### src/rtl/alu_req_arbiter.sv
// ---------------------------------------------------------------------------
// alu_req_arbiter
//
// Shares one multi-cycle ALU between two requesters. An IDLE-state
// round-robin grant accepts one request. Its opcode and operands are
// registered onto the ALU inputs. After ALU_LAT edges the ALU result and
// status are captured and returned to the owning requester. Statuses that
// carry the error flag (bit 3) are tallied in a saturating 8-bit counter.
//
// Handshakes (both directions): a transfer happens on a rising i_clk edge
// where valid and ready are both high. A requester keeps valid and payload
// stable until the transfer. Ready may depend combinationally on valid.
// Valid never depends on ready.
//
// Ports
//   i_clk, i_reset            clock, asynchronous active-high reset
//   i_req_valid/o_req_ready   per-requester request handshake (bit r = req r)
//   i_req_op/arg_A/arg_B      packed request payloads, requester r at [r*W +: W]
//   o_rsp_valid/i_rsp_ready   per-requester response handshake
//   o_rsp_result/o_rsp_status captured ALU outputs (shared by both requesters)
//   o_alu_op/arg_A/arg_B      registered ALU operand drive
//   i_alu_result/i_alu_status ALU outputs
//   o_busy                    high in any state other than IDLE
//   o_err_count               saturating count of error statuses
//   o_state                   FSM state (0 IDLE, 1 WAIT, 2 RESP) for observation
// ---------------------------------------------------------------------------
module alu_req_arbiter #(
  parameter int N       = 2,
  parameter int M       = 4,
  parameter int ALU_LAT = 1
) (
  input  logic           i_clk,
  input  logic           i_reset,
  input  logic [1:0]     i_req_valid,
  input  logic [2*N-1:0] i_req_op,
  input  logic [2*M-1:0] i_req_arg_A,
  input  logic [2*M-1:0] i_req_arg_B,
  output logic [1:0]     o_req_ready,
  output logic [1:0]     o_rsp_valid,
  input  logic [1:0]     i_rsp_ready,
  output logic [M-1:0]   o_rsp_result,
  output logic [3:0]     o_rsp_status,
  output logic [N-1:0]   o_alu_op,
  output logic [M-1:0]   o_alu_arg_A,
  output logic [M-1:0]   o_alu_arg_B,
  input  logic [M-1:0]   i_alu_result,
  input  logic [3:0]     i_alu_status,
  output logic           o_busy,
  output logic [7:0]     o_err_count,
  output logic [1:0]     o_state
);

  typedef enum logic [1:0] {
    S_IDLE = 2'd0,
    S_WAIT = 2'd1,
    S_RESP = 2'd2
  } state_t;

  localparam logic [2:0] LAT_INIT = 3'(ALU_LAT);

  state_t     state;
  state_t     state_nxt;
  logic       p;        // round-robin pointer: preferred requester
  logic       own;      // requester that owns the in-flight operation
  logic [2:0] cnt;      // remaining ALU latency edges

  logic any_req;
  logic g;              // granted requester when any_req is high
  logic accept;
  logic rsp_take;

  // The pointer only breaks ties. A lone valid requester always wins.
  assign any_req  = |i_req_valid;
  assign g        = i_req_valid[p] ? p : ~p;
  // The reset gate keeps ready low while reset is held, even with valid high.
  assign accept   = (state == S_IDLE) && any_req && !i_reset;
  assign rsp_take = (state == S_RESP) && i_rsp_ready[own];

  // -------------------------------------------------------------------------
  // State and datapath registers
  // -------------------------------------------------------------------------
  always_ff @(posedge i_clk or posedge i_reset) begin
    if (i_reset) begin
      state        <= S_IDLE;
      p            <= 1'b0;
      own          <= 1'b0;
      cnt          <= 3'd0;
      o_alu_op     <= '0;
      o_alu_arg_A  <= '0;
      o_alu_arg_B  <= '0;
      o_rsp_result <= '0;
      o_rsp_status <= '0;
      o_err_count  <= 8'd0;
    end else begin
      state <= state_nxt;
      case (state)
        S_IDLE: begin
          if (accept) begin
            // The operands stay put until the next acceptance, so the ALU
            // never sees them change mid-operation.
            o_alu_op    <= g ? i_req_op[N +: N]    : i_req_op[0 +: N];
            o_alu_arg_A <= g ? i_req_arg_A[M +: M] : i_req_arg_A[0 +: M];
            o_alu_arg_B <= g ? i_req_arg_B[M +: M] : i_req_arg_B[0 +: M];
            own         <= g;
            cnt         <= LAT_INIT;
          end
        end
        S_WAIT: begin
          if (cnt != 3'd0) begin
            cnt <= cnt - 3'd1;
          end else begin
            o_rsp_result <= i_alu_result;
            o_rsp_status <= i_alu_status;
            if (i_alu_status[3] && (o_err_count != 8'hFF)) begin
              o_err_count <= o_err_count + 8'd1;
            end
          end
        end
        S_RESP: begin
          if (rsp_take) begin
            p <= ~own;
          end
        end
        default: ;
      endcase
    end
  end

  // -------------------------------------------------------------------------
  // Next-state logic
  // -------------------------------------------------------------------------
  always_comb begin
    state_nxt = state;
    case (state)
      S_IDLE:  if (accept)        state_nxt = S_WAIT;
      S_WAIT:  if (cnt == 3'd0)   state_nxt = S_RESP;
      S_RESP:  if (rsp_take)      state_nxt = S_IDLE;
      default:                    state_nxt = S_IDLE;
    endcase
  end

  // -------------------------------------------------------------------------
  // Outputs
  // -------------------------------------------------------------------------
  always_comb begin
    o_req_ready = 2'b00;
    o_rsp_valid = 2'b00;
    if (accept) begin
      o_req_ready[g] = 1'b1;
    end
    if (state == S_RESP) begin
      o_rsp_valid[own] = 1'b1;
    end
  end

  assign o_busy  = (state != S_IDLE);
  assign o_state = state;

endmodule

### config.mk
export PLATFORM = sky130hd
export DESIGN_NAME = alu_req_arbiter
export DESIGN_NICKNAME = d
export VERILOG_FILES = /design/src/rtl/alu_req_arbiter.sv
export SDC_FILE = /design/constraint.sdc
export NUM_CORES = 1
export LEC_CHECK = 0
export BUFFER_PORTS_ARGS = -buffer_cell sky130_fd_sc_hd__buf_2
export CORE_MARGIN = 2
export CORE_UTILIZATION = 47
export CTS_CLUSTER_DIAMETER = 80
export CTS_CLUSTER_SIZE = 25
export DETAILED_ROUTE_END_ITERATION = 7
export GPL_TIMING_DRIVEN = 0
export PLACE_DENSITY = 0.77
export SYNTH_ARGS = -nofsm -noshare
export SYNTH_HDL_FRONTEND = slang
export SYNTH_SLANG_ARGS = --single-unit
### constraint.sdc
create_clock -name i_clk -period 2.1 [get_ports i_clk]
set_input_delay 0.21 -clock i_clk [delete_from_list [all_inputs] [get_ports i_clk]]
set_output_delay 0.21 -clock i_clk [all_outputs]
set_load 0.05 [all_outputs]
; Word-level counts from Yosys, hierarchy flattened
; Cells that the tools add are included.
[word_totals]
ff_bits = 33
latch_bits = 0
mem_bits_rw = 0
rom_bits = 0
wordCells = 67
mem_count = 0
[classes]
addsub = 2
multipliers = 0
div = 0
n_lt_le_gt_ge = 5
n_eq_ne = 7
shift = 0
muxes = 21
n_bitwise = 3
n_reduce_logical = 19
[op_table]
columns = op, n
row1 = $mux W2, 6
row2 = $reduce_and A3 Y1, 3
row3 = $add A8 B1 Y8 const B, 1
row4 = $mux W4, 2
row5 = $ne A2 B2 Y1 const B, 4
row6 = $ne A8 B8 Y1 const B, 1
row7 = $mux W1, 7
row8 = $logic_and A1 B1 Y1, 6
row9 = $lt A1 B2 Y1 const B, 3
row10 = $mux W3, 2
row11 = $pmux W2 S3, 1
row12 = $pmux W3 S2, 1
row13 = $reduce_and A2 Y1, 3
row14 = $reduce_bool A2 Y1, 2
row15 = $logic_not A3 Y1, 1
row16 = $not A1 Y1, 3
row17 = $reduce_bool A3 Y1, 1
row18 = $sub A3 B1 Y3 const B, 1
row19 = $demux W1 S1, 2
row20 = $eq A2 B1 Y1 const B, 1
row21 = $eq A2 B2 Y1 const B, 1
row22 = $ge A1 B1 Y1 const B, 2
row23 = $logic_not A2 Y1, 1
row24 = $reduce_or A2 Y1, 1
row25 = $logic_not A1 Y1, 1

; Logic depth before layout (Yosys ltp)
[depth]
word_depth = 8
ltp_mapped = 6
depth_no_buf = 6

; Worst setup path after synthesis
; OpenSTA, ideal clock, no wires.
[synth_path]
kind = register to output
from = register state[1] (netlist: o_state[1])
to = output port o_req_ready[1]
t_arrival_ns = 1.903
t_required_ns = 1.890
path_slack_ns = -0.013
path_stages_with_launch = 5
path_buffers = 1
path_cell_list = dfrtp_1 -> or2_4 -> or3_1 -> buf_6 -> nor2_2
[synth_between]
elab_chain_cells = 4
[synth_lines]
columns = item, line_no
row1 = start: declaration, 61  ; state_t state;
row2 = start signal: assignment, 95  ; state <= state_nxt;
row3 = $logic_not A2 Y1, 76  ; assign accept = (state == S_IDLE) && any_req && !i_reset;
row4 = $logic_and A1 B1 Y1 (2 in a row), 76
row5 = $mux W2, 148  ; if (accept) begin
row6 = end: declaration, 38  ; output logic [1:0] o_req_ready,
; No other way between the ends.

; Worst setup path in the final report
; Same ends and word-level chain as after synthesis.

==> flow_metrics.env <==
export IMPL_p_per_area_mw_per_mm2=1550
export IMPL_arrival_ns=1.78
export IMPL_use_met2=0.282
export IMPL_synth_top_area_cell="dfrtp_1"
export IMPL_fp_row_count=21
export IMPL_dp_slack_ns=0.378
export IMPL_crit_chain="or2_4 -> or3_1 -> buf_6 -> nor2_4 -> buf_6"
export IMPL_syn_inst=140
export IMPL_syn_area_mm2=0.00161
export IMPL_grt_pass1_vias=1234
export IMPL_crit_type="flip-flop to output port"
export IMPL_synth_compound_area_frac=0.101
export IMPL_synth_top_cells_by_area="dfrtp_1, mux2i_1, mux2_2"
export IMPL_wl_um=3180
export IMPL_slowest_stage="dfrtp_1"
export IMPL_crit_top_cell="buf_6"
export IMPL_drive_above_1_share=0.486
export IMPL_die_x_um=62.5
export IMPL_dpl_hpwl_um=2350
export IMPL_slew_violations=0
export IMPL_place_congestion=0.803
export IMPL_grt_overflow=0
export IMPL_grtUsageTotal=0.184
export IMPL_drt_iter0_drc=44
export IMPL_finalCritPeriodShare=0.949
export IMPL_syn_to_final_growth_pct=31.9
export IMPL_peakVddDrop_mv=0.743
export IMPL_dr_pass1_iters=4
export IMPL_clock_fmax_mhz=502
export IMPL_hold_viol_final=0
export IMPL_synth_top_family_by_area="multiplexers"
export IMPL_hold_class="input pin to flip-flop"
export IMPL_antenna_found_initial=0
export IMPL_multi_input_area_um2=708
export IMPL_leakage_nw=1.13
export IMPL_vias_per_cell=4.87
export IMPL_die_area_mm2=0.00391
export IMPL_synthArstFlopShare=1.00
export IMPL_die_y_um=62.5
export IMPL_cp_start_kind="flip-flop"
export IMPL_diodes=0
export IMPL_coreArea_mm2=0.00331
export IMPL_maxCapViolations=0
export IMPL_setup_violations_final=0
export IMPL_status="finished clean"
export IMPL_synthMuxAreaShare=0.158
export IMPL_synth_xor_area_frac=0.0163
export IMPL_cts_made_buffers=5
export IMPL_cts_reportedPaths_clkPinSlew_ns=0.10
export IMPL_cts_tree="done"
export IMPL_finalWorstSetupSlack_ns=0.108
export IMPL_grt_pass1_wl_um=5600
export IMPL_htreeDepth=2
export IMPL_yosys_area_share_simple=0.136
export IMPL_maxSlewHeadroom=0.668
export IMPL_final_antenna_net_count=0
export IMPL_clockRootBuffer="clkbuf_4"
export IMPL_ctsLongestPathBuffers=2
export IMPL_reg2reg_depth=6
export IMPL_regArea_um2=826
export IMPL_clock_sinks=33
export IMPL_rsz0062_at_grt="no"
export IMPL_vias=1275
export IMPL_tightestPinTransition_ns=0.495
export IMPL_synth_warnings=0
export IMPL_r2r_start="cnt[0]"
export IMPL_seq_area_frac_synth=0.513
export IMPL_grt_max_degree=34
export IMPL_synth_edff_count=0
export IMPL_skew_ns=0.00536
export IMPL_portBuffers=66
export IMPL_min_from="i_alu_status[1]"
export IMPL_num_nets_final=252
export IMPL_io_pins=67
export IMPL_synthFlopType="dfrtp_1"
export IMPL_endpoint="o_req_ready[1]"
export IMPL_setup_tns_ns=0
export IMPL_wl_per_cell_um=12.1
export IMPL_synth_seq_cells=33
export IMPL_syn_nets=177
export IMPL_r2r_setup_slack_ns=0.37
export IMPL_yosysTopAreaCellShare=0.513
export IMPL_fill_cells=311
export IMPL_synth_adder_area_share=0.0233
export IMPL_crit_fanout=6
export IMPL_top_usage_layer="met2"
export IMPL_grt_use_met1=0.235
export IMPL_post_cts_buffers=0
export IMPL_synth_area_per_cell_um2=11.5
export IMPL_drcViolationCount=0
export IMPL_cpPeakStageDelay_ns=0.42
export IMPL_r2r_end="o_err_count[4]"
export IMPL_end_kind="output port"
export IMPL_met3_usage=0.0703
export IMPL_worstSkewPairLatency_ns=0.34
export IMPL_period_needed_ns=1.99
export IMPL_synthDistinctLibCells=34
export IMPL_crit_start="o_state[1]"
export IMPL_start_util=0.486
export IMPL_critical_path_required_ns=1.89
per-stage QoR:
stage               instance area [µm²]  hold slack [ns]  std cells  power (W)  utilization
finish                             2120           0.0998        262    0.00329        0.641
CTS                                2080           0.0838        260    0.00330        0.627
floorplan                          1620            0.339        140    0.00248            -
global placement                   2000            0.442        252    0.00285        0.605
detailed placement                 2000            0.447        252    0.00289        0.605
global route                       2120           0.0756        262    0.00349        0.641
synth_stat cells, drive strengths merged, types with 3 or more instances:
library cell / number
inv: 8
nor2: 3
a21oi: 3
nand3: 5
buf: 5
ha: 3
mux2: 11
dfrtp: 33
o21ai: 13
mux2i: 13
nor2b: 3
nand2: 17
layer usage:
layer,vias to the layer above,wire (µm)
met2,38,1480
met5,-,0
met3,4,204
met1,593,1460
li1,640,-
met4,0,31
repair_timing:
item                                    CTS  global route
endpoints found under the setup margin    1             2
hold buffers                              0             1
hold endpoints to repair                  0            10
resized for setup                         1             4
cell usage in the layout (no fill, tap or decap), types with 2 or more instances in the layout:
| master | instances |
|---|---|
| o21ai_0 | 3 |
| nor2b_1 | 3 |
| nand3_1 | 5 |
| o21ai_2 | 10 |
| dfrtp_1 | 33 |
| a21oi_1 | 3 |
| xor2_1 | 2 |
| and2_1 | 2 |
| buf_6 | 3 |
| nand4_1 | 2 |
| mux2i_1 | 12 |
| clkbuf_4 | 5 |
| or3_1 | 2 |
| buf_2 | 65 |
| nand2_1 | 17 |
| buf_4 | 2 |
| a21o_1 | 2 |
| mux2_2 | 11 |
| nor2_1 | 2 |
| inv_1 | 7 |
| ha_1 | 3 |
| clkbuf_8 | 2 |
| nor3_1 | 2 |
report_power, final:
group | internal, W | switching [W] | leakage, nW
clock network | 0.000194 | 0.000218 | 0.0413
logic | 0.000548 | 0.00128 | 0.679
registers | 0.000889 | 0.000162 | 0.405
total | 0.00163 | 0.00166 | 1.13
critical path, delay by kind of cell (launching register included):
family / cells / cell delay [ns]
buffers and inverters: 2 / 0.31
and+or+nand+nor: 3 / 0.71
DFF: 1 / 0.42
cell families after synthesis:
kind of cell | count (synthesis)
fa+ha+maj | 3
xor+xnor | 3
compound gates | 22
mux | 24
buf+inv | 13
simple gates | 42
flops | 33
final cells by class:
cell class | instances | area share
Tap cell | 46 | 0.0271
Clock inverter | 1 | 0.00236
Sequential cell | 33 | 0.389
Multi-Input combinational cell | 94 | 0.334
Buffer | 5 | 0.0271
Timing Repair Buffer | 68 | 0.176
Clock buffer | 7 | 0.0306
Inverter | 8 | 0.0141
state kept, by name, summed over array words and instances, names as in the netlist, 2 cells and up:
name / flops
cnt: 3
o_rsp_status: 4
o_state: 2
o_alu_op: 2
o_alu_arg_B: 4
o_rsp_result: 4
o_err_count: 8
o_alu_arg_A: 4
worst min-delay path by stage:
stage / end / slack, ns / depth (start not counted)
finish: o_rsp_status[1] / 0.1 / 2
global route: o_rsp_status[1] / 0.08 / 2
CTS: o_rsp_result[3] / 0.08 / 2
detailed placement: o_rsp_result[3] / 0.45 / 2
global placement: o_rsp_result[1] / 0.44 / 2
floorplan: cnt[0] / 0.34 / 1
No activity file was read; power rests on OpenSTA's default activity.
